## config.mk

```make
export PLATFORM = sky130hd
export DESIGN_NAME = mcp3221_poll_scheduler_flat
export DESIGN_NICKNAME = d
export VERILOG_FILES = /design/src/rtl/mcp3221_poll_scheduler_if.sv /design/src/rtl/mcp3221_poll_scheduler.sv /design/src/flat_wrapper.sv
export SDC_FILE = /design/constraint.sdc
export NUM_CORES = 1
export LEC_CHECK = 0
export ABC_AREA = 1
export CORE_MARGIN = 4
export CORE_UTILIZATION = 33
export CTS_CLUSTER_SIZE = 20
export DETAILED_ROUTE_END_ITERATION = 8
export MAX_ROUTING_LAYER = met4
export PLACE_DENSITY = 0.62
export SYNTH_ARGS = -nofsm -noshare
export SYNTH_HDL_FRONTEND = slang
export SYNTH_SLANG_ARGS = --single-unit
```

## constraint.sdc

```tcl
create_clock -name clk -period 2.9 [get_ports clk]
set_input_delay 0.29 -clock clk [delete_from_list [all_inputs] [get_ports clk]]
set_output_delay 0.29 -clock clk [all_outputs]
set_load 0.05 [all_outputs]
```

## src/rtl/mcp3221_poll_scheduler_if.sv

```systemverilog
// Request/response bus between the poll scheduler (master) and the shared MCP3221 I2C core
// (slave), plus the core's recovery reset.
interface mcp3221_poll_scheduler_if;
  logic [6:0]  core_din_device_address;
  logic        core_din_valid;
  logic        core_din_ready;
  logic [15:0] core_dout_register_data;
  logic [2:0]  core_dout_acks_received;
  logic        core_dout_valid;
  logic        core_dout_ready;
  logic        core_reset;

  modport master (
    output core_din_device_address,
    output core_din_valid,
    input  core_din_ready,
    input  core_dout_register_data,
    input  core_dout_acks_received,
    input  core_dout_valid,
    output core_dout_ready,
    output core_reset
  );

  modport slave (
    input  core_din_device_address,
    input  core_din_valid,
    output core_din_ready,
    output core_dout_register_data,
    output core_dout_acks_received,
    output core_dout_valid,
    input  core_dout_ready,
    input  core_reset
  );
endinterface

```

## src/rtl/mcp3221_poll_scheduler.sv

```systemverilog
// Periodic round-robin poller for up to eight MCP3221 ADCs sharing one I2C core.
// Each period tick starts a round over the latched device mask; every slot gets one
// transaction, a validated 12-bit sample strobe, and a hung core is recovered by a reset pulse.
module mcp3221_poll_scheduler #(
  parameter int unsigned G_NUM_DEVICES    = 4,
  parameter int unsigned G_PERIOD_CYCLES  = 100000,
  parameter int unsigned G_TIMEOUT_CYCLES = 50000
) (
  input  logic                       clk,
  input  logic                       reset,
  input  logic                       cfg_enable,
  input  logic [G_NUM_DEVICES-1:0]   cfg_device_mask,
  input  logic [7*G_NUM_DEVICES-1:0] cfg_device_addresses,
  mcp3221_poll_scheduler_if.master   core,
  output logic [11:0]                sample_data,
  output logic [2:0]                 sample_index,
  output logic                       sample_error,
  output logic                       sample_valid,
  output logic                       overrun_sticky,
  output logic [15:0]                error_count
);

  localparam int unsigned PerW = (G_PERIOD_CYCLES > 1) ? $clog2(G_PERIOD_CYCLES) : 1;
  localparam int unsigned TmoW = $clog2(G_TIMEOUT_CYCLES + 1);

  // Core reset is held for RecRstLast+1 cycles, then the core gets RecEnd-RecRstLast quiet
  // cycles before the error sample is published and the next slot is issued.
  localparam logic [2:0] RecRstLast = 3'd3;
  localparam logic [2:0] RecEnd     = 3'd5;

  typedef enum logic [2:0] {
    StIdle,
    StIssue,
    StWait,
    StPublish,
    StRecover
  } state_e;

  state_e                   state_q, state_d;
  logic [PerW-1:0]          period_q, period_d;
  logic [G_NUM_DEVICES-1:0] mask_q, mask_d;
  logic [2:0]               slot_q, slot_d;
  logic [TmoW-1:0]          timer_q, timer_d;
  logic [2:0]               rec_cnt_q, rec_cnt_d;
  logic [6:0]               din_addr_q, din_addr_d;
  logic                     din_valid_q, din_valid_d;
  logic                     dout_ready_q, dout_ready_d;
  logic                     core_reset_q, core_reset_d;
  logic [11:0]              sample_data_q, sample_data_d;
  logic [2:0]               sample_index_q, sample_index_d;
  logic                     sample_error_q, sample_error_d;
  logic                     sample_valid_q, sample_valid_d;
  logic                     overrun_q, overrun_d;
  logic [15:0]              error_count_q, error_count_d;

  logic        tick;
  logic [3:0]  first_hit;
  logic [3:0]  next_hit;
  logic [6:0]  first_addr;
  logic [6:0]  next_addr;
  logic        pub_go;
  logic        pub_err;
  logic [11:0] pub_value;
  logic        unused_acks;

  // Returns {found, index} of the lowest set bit of m at or above position from.
  function automatic logic [3:0] find_slot(input logic [G_NUM_DEVICES-1:0] m, input int from);
    logic [3:0] r;
    r = '0;
    for (int i = int'(G_NUM_DEVICES) - 1; i >= 0; i--) begin
      if (m[i] && (i >= from)) begin
        r = {1'b1, i[2:0]};
      end
    end
    return r;
  endfunction

  assign tick       = cfg_enable && (period_q == PerW'(G_PERIOD_CYCLES - 1));
  assign first_hit  = find_slot(cfg_device_mask, 0);
  assign next_hit   = find_slot(mask_q, int'(slot_q) + 1);
  assign first_addr = cfg_device_addresses[7*int'(first_hit[2:0]) +: 7];
  assign next_addr  = cfg_device_addresses[7*int'(next_hit[2:0]) +: 7];

  // Only the address-ack flag decides validity; the data-byte acks are informational.
  assign unused_acks = ^core.core_dout_acks_received[2:1];

  // Next-state and next-output logic for the period counter and the polling FSM.
  always_comb begin
    state_d        = state_q;
    mask_d         = mask_q;
    slot_d         = slot_q;
    timer_d        = timer_q;
    rec_cnt_d      = rec_cnt_q;
    din_addr_d     = din_addr_q;
    din_valid_d    = din_valid_q;
    dout_ready_d   = dout_ready_q;
    core_reset_d   = core_reset_q;
    sample_data_d  = sample_data_q;
    sample_index_d = sample_index_q;
    sample_error_d = sample_error_q;
    sample_valid_d = 1'b0;
    error_count_d  = error_count_q;
    pub_go         = 1'b0;
    pub_err        = 1'b0;
    pub_value      = '0;

    // Counter is parked at zero while disabled so the first round starts a full period later.
    if (!cfg_enable || (period_q == PerW'(G_PERIOD_CYCLES - 1))) begin
      period_d = '0;
    end else begin
      period_d = period_q + 1'b1;
    end

    // A tick that finds a round in progress is dropped and only remembered here.
    overrun_d = overrun_q | (tick && (state_q != StIdle));

    unique case (state_q)
      StIdle: begin
        if (tick && (|cfg_device_mask)) begin
          mask_d      = cfg_device_mask;
          slot_d      = first_hit[2:0];
          din_addr_d  = first_addr;
          din_valid_d = 1'b1;
          state_d     = StIssue;
        end
      end
      StIssue: begin
        if (din_valid_q && core.core_din_ready) begin
          din_valid_d  = 1'b0;
          dout_ready_d = 1'b1;
          timer_d      = '0;
          state_d      = StWait;
        end
      end
      StWait: begin
        if (core.core_dout_valid) begin
          dout_ready_d = 1'b0;
          pub_go       = 1'b1;
          pub_err      = !core.core_dout_acks_received[0] ||
                         (core.core_dout_register_data[15:12] != 4'h0);
          pub_value    = core.core_dout_register_data[11:0];
        end else if (timer_q == TmoW'(G_TIMEOUT_CYCLES - 1)) begin
          dout_ready_d = 1'b0;
          core_reset_d = 1'b1;
          rec_cnt_d    = '0;
          state_d      = StRecover;
        end else begin
          timer_d = timer_q + 1'b1;
        end
      end
      StPublish: begin
        if (cfg_enable && next_hit[3]) begin
          slot_d      = next_hit[2:0];
          din_addr_d  = next_addr;
          din_valid_d = 1'b1;
          state_d     = StIssue;
        end else begin
          state_d = StIdle;
        end
      end
      StRecover: begin
        rec_cnt_d = rec_cnt_q + 1'b1;
        if (rec_cnt_q == RecRstLast) begin
          core_reset_d = 1'b0;
        end
        if (rec_cnt_q == RecEnd) begin
          pub_go  = 1'b1;
          pub_err = 1'b1;
        end
      end
      default: begin
        state_d = StIdle;
      end
    endcase

    // Shared publish path for both a normal completion and a timeout.
    if (pub_go) begin
      state_d        = StPublish;
      sample_valid_d = 1'b1;
      sample_index_d = slot_q;
      sample_error_d = pub_err;
      sample_data_d  = pub_err ? 12'h000 : pub_value;
      if (pub_err && (error_count_q != 16'hFFFF)) begin
        error_count_d = error_count_q + 1'b1;
      end
    end
  end

  // State and registered outputs; reset abandons any transaction in flight.
  always_ff @(posedge clk or posedge reset) begin
    if (reset) begin
      state_q        <= StIdle;
      period_q       <= '0;
      mask_q         <= '0;
      slot_q         <= '0;
      timer_q        <= '0;
      rec_cnt_q      <= '0;
      din_addr_q     <= '0;
      din_valid_q    <= 1'b0;
      dout_ready_q   <= 1'b0;
      core_reset_q   <= 1'b0;
      sample_data_q  <= '0;
      sample_index_q <= '0;
      sample_error_q <= 1'b0;
      sample_valid_q <= 1'b0;
      overrun_q      <= 1'b0;
      error_count_q  <= '0;
    end else begin
      state_q        <= state_d;
      period_q       <= period_d;
      mask_q         <= mask_d;
      slot_q         <= slot_d;
      timer_q        <= timer_d;
      rec_cnt_q      <= rec_cnt_d;
      din_addr_q     <= din_addr_d;
      din_valid_q    <= din_valid_d;
      dout_ready_q   <= dout_ready_d;
      core_reset_q   <= core_reset_d;
      sample_data_q  <= sample_data_d;
      sample_index_q <= sample_index_d;
      sample_error_q <= sample_error_d;
      sample_valid_q <= sample_valid_d;
      overrun_q      <= overrun_d;
      error_count_q  <= error_count_d;
    end
  end

  assign core.core_din_device_address = din_addr_q;
  assign core.core_din_valid          = din_valid_q;
  assign core.core_dout_ready         = dout_ready_q;
  assign core.core_reset              = core_reset_q;

  assign sample_data    = sample_data_q;
  assign sample_index   = sample_index_q;
  assign sample_error   = sample_error_q;
  assign sample_valid   = sample_valid_q;
  assign overrun_sticky = overrun_q;
  assign error_count    = error_count_q;

endmodule

```

## src/flat_wrapper.sv

```systemverilog
// flat-port wrapper written by rule: the top's interface ports become plain ports
module mcp3221_poll_scheduler_flat 
#(
  parameter int unsigned G_NUM_DEVICES    = 4,
  parameter int unsigned G_PERIOD_CYCLES  = 100000,
  parameter int unsigned G_TIMEOUT_CYCLES = 50000
)
  (clk, reset, cfg_enable, cfg_device_mask, cfg_device_addresses, sample_data, sample_index, sample_error, sample_valid, overrun_sticky, error_count, core_core_din_device_address, core_core_din_valid, core_core_din_ready, core_core_dout_register_data, core_core_dout_acks_received, core_core_dout_valid, core_core_dout_ready, core_core_reset);
  mcp3221_poll_scheduler_if core_i ();
  input  logic clk;
  input  logic reset;
  input  logic cfg_enable;
  input  logic [G_NUM_DEVICES-1:0] cfg_device_mask;
  input  logic [7*G_NUM_DEVICES-1:0] cfg_device_addresses;
  output logic [11:0] sample_data;
  output logic [2:0] sample_index;
  output logic sample_error;
  output logic sample_valid;
  output logic overrun_sticky;
  output logic [15:0] error_count;
  output wire logic [$bits(core_i.core_din_device_address)-1:0] core_core_din_device_address;
  output wire logic [$bits(core_i.core_din_valid)-1:0] core_core_din_valid;
  input wire logic [$bits(core_i.core_din_ready)-1:0] core_core_din_ready;
  input wire logic [$bits(core_i.core_dout_register_data)-1:0] core_core_dout_register_data;
  input wire logic [$bits(core_i.core_dout_acks_received)-1:0] core_core_dout_acks_received;
  input wire logic [$bits(core_i.core_dout_valid)-1:0] core_core_dout_valid;
  output wire logic [$bits(core_i.core_dout_ready)-1:0] core_core_dout_ready;
  output wire logic [$bits(core_i.core_reset)-1:0] core_core_reset;
  assign core_core_din_device_address = core_i.core_din_device_address;
  assign core_core_din_valid = core_i.core_din_valid;
  assign core_i.core_din_ready = core_core_din_ready;
  assign core_i.core_dout_register_data = core_core_dout_register_data;
  assign core_i.core_dout_acks_received = core_core_dout_acks_received;
  assign core_i.core_dout_valid = core_core_dout_valid;
  assign core_core_dout_ready = core_i.core_dout_ready;
  assign core_core_reset = core_i.core_reset;
  mcp3221_poll_scheduler #(.G_NUM_DEVICES(G_NUM_DEVICES), .G_PERIOD_CYCLES(G_PERIOD_CYCLES), .G_TIMEOUT_CYCLES(G_TIMEOUT_CYCLES)) u_core (.clk(clk), .reset(reset), .cfg_enable(cfg_enable), .cfg_device_mask(cfg_device_mask), .cfg_device_addresses(cfg_device_addresses), .core(core_i), .sample_data(sample_data), .sample_index(sample_index), .sample_error(sample_error), .sample_valid(sample_valid), .overrun_sticky(overrun_sticky), .error_count(error_count));
endmodule
```

-- After elaboration in Yosys (flattened, before gate mapping)
Index checks and enable logic that the tools add are counted.
- bits in registers: 90
- output and inout port bits: 44
- word-level logic and storage cells: 133
- input port bits: 56
- equal/unequal tests: 22
- mux-type cells: 50
- order comparisons: 4
- bitwise logic cells: 1
- shifts and indexed selects: 2
- add/subtract/negate cells: 5
- multiply operators: 2
- reduce and logical (&&, ||, !) cells: 31
- operator list (operator ; number):
    3-bit by 32-bit greater-or-equal comparator with 1-bit output (first input constant) ; 2
    28-bit by 32-bit indexed part select with 7-bit output ; 2
    16-bit two-way mux ; 3
    12-bit two-way mux ; 3
    3-bit two-way mux ; 12
    16-bit by 1-bit adder with 16-bit output (second input constant) ; 2
    1-bit by 32-bit greater-or-equal comparator with 1-bit output (first input constant) ; 1
    2-bit by 32-bit greater-or-equal comparator with 1-bit output (first input constant) ; 1
    16-bit one-hot mux with 2 select lines ; 1
    17-bit by 1-bit adder with 17-bit output (second input constant) ; 1
    17-bit equality test (second input constant) ; 1
    17-bit two-way mux ; 1
    16-bit equality test (second input constant) ; 1
    4-bit two-way mux ; 4
    16-bit inequality test (second input constant) ; 1
    3-bit one-hot mux with 5 select lines ; 1
    1-bit two-way mux ; 14
    7-bit two-way mux ; 2
    7-bit one-hot mux with 2 select lines ; 1
    3-bit by 3-bit multiplier with 6-bit output (first input constant) ; 2
    2-bit by 1-bit inequality test with 1-bit output (second input constant) ; 6
    3-bit one-hot mux with 2 select lines ; 2
    4-bit AND reduction ; 3
    1-bit logical AND ; 10
    other kinds (22) ; 40

-- Logic depth before layout (Yosys ltp)
- depth in word-level cells: 11
- gate-level depth with buffers: 12
- gate-level depth less buffers: 11

-- Least setup slack after synthesis
OpenSTA, ideal clock, no wires.
- path kind: reg-to-reg
- start point: reg u_core.error_count_q[0], in the netlist u_core.error_count[0]
- end point: reg u_core.error_count_q[2], in the netlist u_core.error_count[2]
- buffers on the path: 1
- cell stages (with the launch flop): 10
- data arrival time: 1809 ps
- setup time: 79 ps
- path slack: 1012 ps
- data required time: 2821 ps
- period minus slack after synthesis: 1888 ps
- cell sequence: dfrtp_1 -> ha_1 -> nand3_2 -> clkinv_1 -> nand4_1 -> nand2_2 -> buf_6 -> inv_2 -> nand2_1 -> xor2_1
- word-level cells in the longest chain between the ends: 3
- elaborated cells between the ends (all ways): 4
- classes of those cells: add/sub: 1; eq/ne: 1; reduce/logical: 2
- ends and longest elaborated chain (what ; line ; source):
    from (decl) ; mcp3221_poll_scheduler.sv:54 ; logic [15:0] error_count_q, error_count_d;
    from (signal assigned) ; mcp3221_poll_scheduler.sv:224 ; error_count_q <= error_count_d;
    branches (longest 3 deep; another with 16-bit by 1-bit adder with 16-bit output) ; n/a ;
Parallel ways; which one is timed is not known.
A chain may end at the register's enable or synchronous reset.

-- Worst setup path in the final report
- start point: reg u_core.state_q[1]
- end point: reg u_core.error_count_q[13], in the netlist u_core.error_count[13]
- word-level cells in the longest chain between the ends: 4
- elaborated cells between the ends (all ways): 6
- classes of those cells: eq/ne: 2; mux: 2; reduce/logical: 2
- ends and longest elaborated chain (what ; line ; source):
    from (decl) ; mcp3221_poll_scheduler.sv:39 ; state_e state_q, state_d;
    from (signal assigned) ; mcp3221_poll_scheduler.sv:192 ; state_q <= StIdle;
    from (signal assigned) ; mcp3221_poll_scheduler.sv:209 ; state_q <= state_d;
    3-bit equality test / 3-bit by 2-bit equality test with 1-bit output (equally long branches) ; mcp3221_poll_scheduler.sv:117 ; unique case (state_q)
    1-bit one-hot mux with 2 select lines ; mcp3221_poll_scheduler.sv:117 ;
    1-bit logical AND ; mcp3221_poll_scheduler.sv:183 ; if (pub_err && (error_count_q != 16'hFFFF)) begin
    2-bit AND reduction (no line) * ; n/a ;
Mark *: on every way between the ends. The rest lies on a longest branch, timed or not.

==> reports/metrics.cfg <==
[synthesis]
synth_top_family_by_area=simple AND/OR/NAND/NOR gates
synth_ff_type=dfrtp_1
ys_seq_elements=87
postSynthCellCount=653
synth_fa_ha_area_share_pct=1.53
yosysTopAreaCell=dfrtp_1
synth_xor_area_share_pct=4.65
synth_cell_types=39
synthMuxAreaShare_pct=0
post_synth.cell_area_avg_um2=7.49
netlist_area_mm2=0.00489
syn_nets=715
synth_edf_count=0
yosys_warnings=0
synth_simple_gate_area_share_pct=34.7
synth_top_cell_area_share_pct=44.5
async_reset_ff_share_pct=100
yosysSeqAreaShare_pct=44.5
synthTopCellsByArea=dfrtp_1 45%, nand2_1 14%, nand3_1 7.4%
synth_compound_area_share_pct=5.81

[cts]
clk_path_buf_depth=2
cts_resized=0
clock-sinks=87
postCtsHoldBufs=0
cts_tree=built
htreeDepth=3
cts_root_buffer=clkbuf_16
cts_buffers=9
clkSlewWorstSetupHoldPaths_ns=0.06
postCtsSetupBuffers=0
clk_latency_ns=0.34

[finish]
fin_cells=938
n_antenna_cell=0
mostFrequentLayoutCell=nand2_1
final_cell_mix=182 x nand2_1, 96 x clkdlybuf4s50_1, 87 x dfrtp_1, 86 x inv_1, 72 x nand3_1
area_growth_pct=29.7
drive_gt1_share_pct=5.57
nets=813

[critical_path]
cp_common_cell=nand2_1
critPathTopFamily=simple AND/OR/NAND/NOR gates
cp-end-kind=flop
reg2reg_from=u_core.state_q[1]
cp.required_ns=3.13
slowest_delay_ns=0.43
path_cells=inv_2 -> nand2_1 -> nor2_2 -> nand3_2 -> nand2_2 -> nand2_2 -> nor2_4 -> nand2_1 -> o21ai_0 -> nand2_1
timing.rr.end=u_core.error_count[13]
crit_arrival_ns=2.35
r2r_cells=10
crit_type=reg2reg
path_buf_inv=1
crit_fanout=13
critPathSlowestCell=dfrtp_1
startpoint_type=flop
r2r_slack_ns=0.78

[global_route]
grtUsageTotal_pct=15.1
grt_pass1_wl_mm=19.8
grt_max_degree=38
antenna_found_initial=0
first_global_vias=4025
grt_overflow=0

[timing]
maxSlewViolCount=0
min_period_ns=2.12
maxClockFrequency_mhz=472
hold_viol_final=0
setup_tns_ns=0
setup_viol=0
slew_headroom_pct=55.1
whs_ns=0.332
setup_ws_ns=0.781
period_share_pct=73.1
rsz0062_at_grt=no
worst_pin_slew_ns=0.669
finalClockSkew_ns=0.00718

[routing]
drt-wirelength-per-cell_um=12.4
drtAntennaViolNets=0
drc=0
drt_wl_total_mm=11.7
num_vias=4374
via_per_inst=4.66
first_pass_iters=4
drtIter0Drc=308

[place]
dpl.hpwl_mm=8.77
pre_cts_ws_ns=0.631
io_buffers=96
gp_congestion=0.871
dp_cells=924

[power_and_ir_drop]
p_leak_uw=0.00306
power_density_mw_per_mm2=397
ir_drop_v=0.000245
finalPower_uw=2520

[hold_path]
worstHoldPathType=in2async

[die]
core_mm2=0.0145
io_pins=100
start_util_pct=33.7
die_h_um=130
die_area_mm2=0.0168
die_w_um=130
rows=44

[flow_run]
maxCapViolations=0

[outcome]
status=complete, no violations

-- per-stage QoR --
stage,instance area [um2],util (%)
2_1_floorplan,4890,-
3_3_place_gp,6060,41.7
3_5_place_dp,6060,41.7
4_1_cts,6340,43.7
5_1_grt,6340,43.7
6_report,6340,43.7
-- synthesized netlist by cell type, types with 4 or more instances --
master and count:
a21oi_1 4, buf_2 7, clkbuf_1 4, dfrtp_1 87, ha_1 6, inv_1 87
inv_2 6, nand2_1 182, nand3_1 72, nand4_1 22, nor2_1 59, nor3_1 14
nor4_1 4, o21ai_0 37, xnor2_1 8, xor2_1 18
-- final cells by class --
type | count | area (um2)
clock buffers | 10 | 239
clock inverters | 4 | 47.5
fillers | 1514 | 8190
inverters | 94 | 354
multi-input cells | 458 | 2290
flip-flops and latches | 87 | 2180
well taps | 184 | 230
repair buffers | 101 | 1010
-- report_power, final --
group | internal (uW) | switching [uW]
Clock | 678 | 456
Sequential | 1220 | 2.47
Combinational | 87.4 | 77.0
-- worst max-delay path by stage --
stage / startpoint / end / slack [ns] / cells after the start
after global routing: u_core.state_q[0] / u_core.error_count[13] / 0.49 / 10
after detailed placement: core_core_dout_valid / u_core.error_count[13] / 0.63 / 10
after global placement: core_core_dout_valid / u_core.error_count[13] / 0.67 / 10
after floorplan: reset / u_core.core.core_din_device_address[0] / 0.36 / 1
after CTS: u_core.state_q[1] / u_core.error_count[13] / 0.73 / 10
final: u_core.state_q[1] / u_core.error_count[13] / 0.78 / 10
-- layer usage --
metal  wire, um  global-route usage [%]  vias to the layer above
met5          0                       -                        -
met4        208                    4.52                        0
met3        386                    3.23                       18
met2       5560                    22.7                       73
met1       5530                    20.6                     2007
li1           -                       -                     2276
-- registers in the layout, summed over array words and instances (netlist names), 2 cells and up --
name and flops:
u_core.slot_q 2, u_core.timer_q 16, u_core.mask_q 3, u_core.error_count 16
u_core.state_q 3, u_core.sample_data 12, u_core.period_q 17, u_core.core.core_din_device_address 7
u_core.rec_cnt_q 3, u_core.sample_index 2
-- cells by family (layout without fill, tap and decap cells) --
group	Yosys count	after routing
DFF	87	87
adders and majority gates	6	6
AOI/OAI and AO/OA	52	52
buffers and inverters	108	209
and+or+nand+nor	373	373
other	1	1
xor gates and xnor gates	26	26
Power figures use the tool's default switching activity.
==> variant (config.mk and constraints unchanged) <==
`sample_data_q` no longer has a reset.
--- a/src/rtl/mcp3221_poll_scheduler.sv
+++ b/src/rtl/mcp3221_poll_scheduler.sv
@@ -200,5 +200,4 @@
       dout_ready_q   <= 1'b0;
       core_reset_q   <= 1'b0;
-      sample_data_q  <= '0;
       sample_index_q <= '0;
       sample_error_q <= 1'b0;
@@ -217,5 +216,4 @@
       dout_ready_q   <= dout_ready_d;
       core_reset_q   <= core_reset_d;
-      sample_data_q  <= sample_data_d;
       sample_index_q <= sample_index_d;
       sample_error_q <= sample_error_d;
@@ -224,4 +222,8 @@
       error_count_q  <= error_count_d;
     end
+  end
+
+  always_ff @(posedge clk) begin
+    sample_data_q <= sample_data_d;
   end
 
Function: same outputs for any inputs over 10 cycles, from zero or initial values and one cycle with reset high; that may be too few to reach the edited logic, so the function may still have changed.
==> variant against the original RTL <==
  * Synthesized area grew 0.87%
  * Synthesized cell count shrank 0.61%
  * Utilization shrank 0.088 points
  * Hold slack gained 0.015 ns
  * Wire length shrank 2.1%
  * Largest power group unchanged
  * Sequential cell count is the same
  * Worst setup slack lost 0.11 ns
  * Clock skew shrank 0.0029 ns
  * Final area grew 0.18%
  * Total power grew 1.5%
  * First-iteration DRC count shrank 21%
==> variant: results (changes against the original RTL) <==
detailed_routing:
  via_count: 4289  # was 4374
  wl_per_cell_um: 12.3  # was 12.4 um
  initialDrtViolationCount: 243  # was 308
synth:
  netlist_top_cells_area: "dfrtp_1 (38%), nand2_1 (12%), inv_1 (7.7%), edfxtp_1 (7.3%), nand3_1 (7.1%)"  # was dfrtp_1 (45%), nand2_1 (14%), nand3_1 (7.4%), inv_1 (6.7%), nor2_1 (4.5%)
  netlist_instances: 649  # was 653
  syn_nets: 711  # was 715
  synth_common_cells: "nand2_1 (160), inv_1 (101), dfrtp_1 (75)"  # was nand2_1 (182), dfrtp_1 (87), inv_1 (87)
  synth_cell_types: 40  # was 39
  synth_seq_area_share_pct: 45.3  # was 44.5%
  synth-async-reset-ratio_pct: 86.2  # was 100%
cells_and_area:
  fillers: 1498  # was 1514
  seq_area_mm2: 0.00224  # was 0.00218 mm^2
  drive_gt1_share_pct: 5.09  # was 5.57%
  layoutNonFillerInstCount: 931  # was 938
  nets: 805  # was 813
setup_path:
  r2r_slack_ns: 0.67  # was 0.78 ns
  cp_max_fo: 16  # was 13
  critPathArrivalTime_ns: 2.47  # was 2.35 ns
  reg2reg_depth: 7  # was 10
  reg2reg_to: "u_core.sample_error$_DFFE_PP0P_"  # was u_core.error_count[13]$_DFFE_PP0P_
  r2r_start: "u_core.state_q[2]$_DFFE_PP0P_"  # was u_core.state_q[1]$_DFFE_PP0P_
clock_tree:
  cts_root_buf: "clkbuf_16"  # unchanged
  insertion_delay_ns: 0.34  # about the same
  cts_buffers: 9  # unchanged
placement:
  placed_area_mm2: 0.00606  # about the same
  dp.cells: 916  # was 924
  gp_congestion: 0.875  # was 0.871
grt:
  grt_use_total_pct: 14.6  # was 15.1%
  grt_first_pass_wirelength_um: 19300  # was 19800 um
  grt_max_degree: 76  # was 38
  first_global_vias: 4131  # was 4025
outcome:
  status: "finished clean"  # unchanged
pwr:
  power.leakage_nw: 3.05  # was 3.06 nW
  p_sw_mw: 0.555  # was 0.535 mW
  vdd_drop_max_mv: 0.318  # was 0.245 mV
timing:
  skew_ns: 0.00426  # was 0.00718 ns
  whs_ns: 0.347  # was 0.332 ns
  relSlewSlack_pct: 52.0  # was 55.1%
variant: worst max path at each step:
stage	from	end	slack [ns]
after floorplan	reset	u_core.core.core_din_device_address[0]$_DFFE_PP0P_	0.70
after detailed placement	u_core.state_q[2]$_DFFE_PP0P_	u_core.sample_error$_DFFE_PP0P_	0.67
final	u_core.state_q[2]$_DFFE_PP0P_	u_core.sample_error$_DFFE_PP0P_	0.67
after global routing	u_core.timer_q[0]$_DFFE_PP0P_	u_core.timer_q[8]$_DFFE_PP0P_	0.43
after CTS	u_core.state_q[2]$_DFFE_PP0P_	u_core.sample_error$_DFFE_PP0P_	0.66
after global placement	u_core.state_q[2]$_DFFE_PP0P_	u_core.sample_error$_DFFE_PP0P_	0.71
variant: kinds of logic after synthesis:
kind of cell,count (synthesis),synth area share [%]
compound gates,45,5.05
fa+ha+maj,6,1.52
xor+xnor,24,4.26
buf+inv,121,9.96
simple gates,365,33.8
other cells,1,0.0760
flops,87,45.3
variant: final cells by class:
| type | count | share of cell area (%) |
|---|---|---|
| Clock buffer | 13 | 4.43 |
| Clock inverter | 2 | 0.217 |
| Inverter | 106 | 6.28 |
| Multi-Input combinational cell | 441 | 34.7 |
| Sequential cell | 87 | 35.2 |
| Tap cell | 184 | 3.62 |
| Timing Repair Buffer | 98 | 15.6 |
variant: critical path, cell delays in order (launching register included):
cell	delay (ns)
dfrtp_1	0.38
inv_2	0.10
nand2_4	0.08
nor2_4	0.33
nand2_2	0.13
nand2_1	0.57
inv_1	0.29
a21o_1	0.24
variant: per-layer routing:
layer / share of wire, % / wire, um / track usage [%]
met5: 0 / 0 / -
met4: 2.2 / 248 / 6.11
met3: 4.5 / 520 / 2.66
met2: 44 / 5080 / 21.8
met1: 49 / 5590 / 19.5
variant: power groups by stage:
stage               logic, mW  clock network (mW)  registers [mW]
global route            0.186                1.23            1.24
floorplan              0.0779                   0            1.26
global placement        0.167                   0            1.26
detailed placement      0.168                   0            1.26
CTS                     0.169                1.18            1.24
finish                  0.165                1.15            1.24
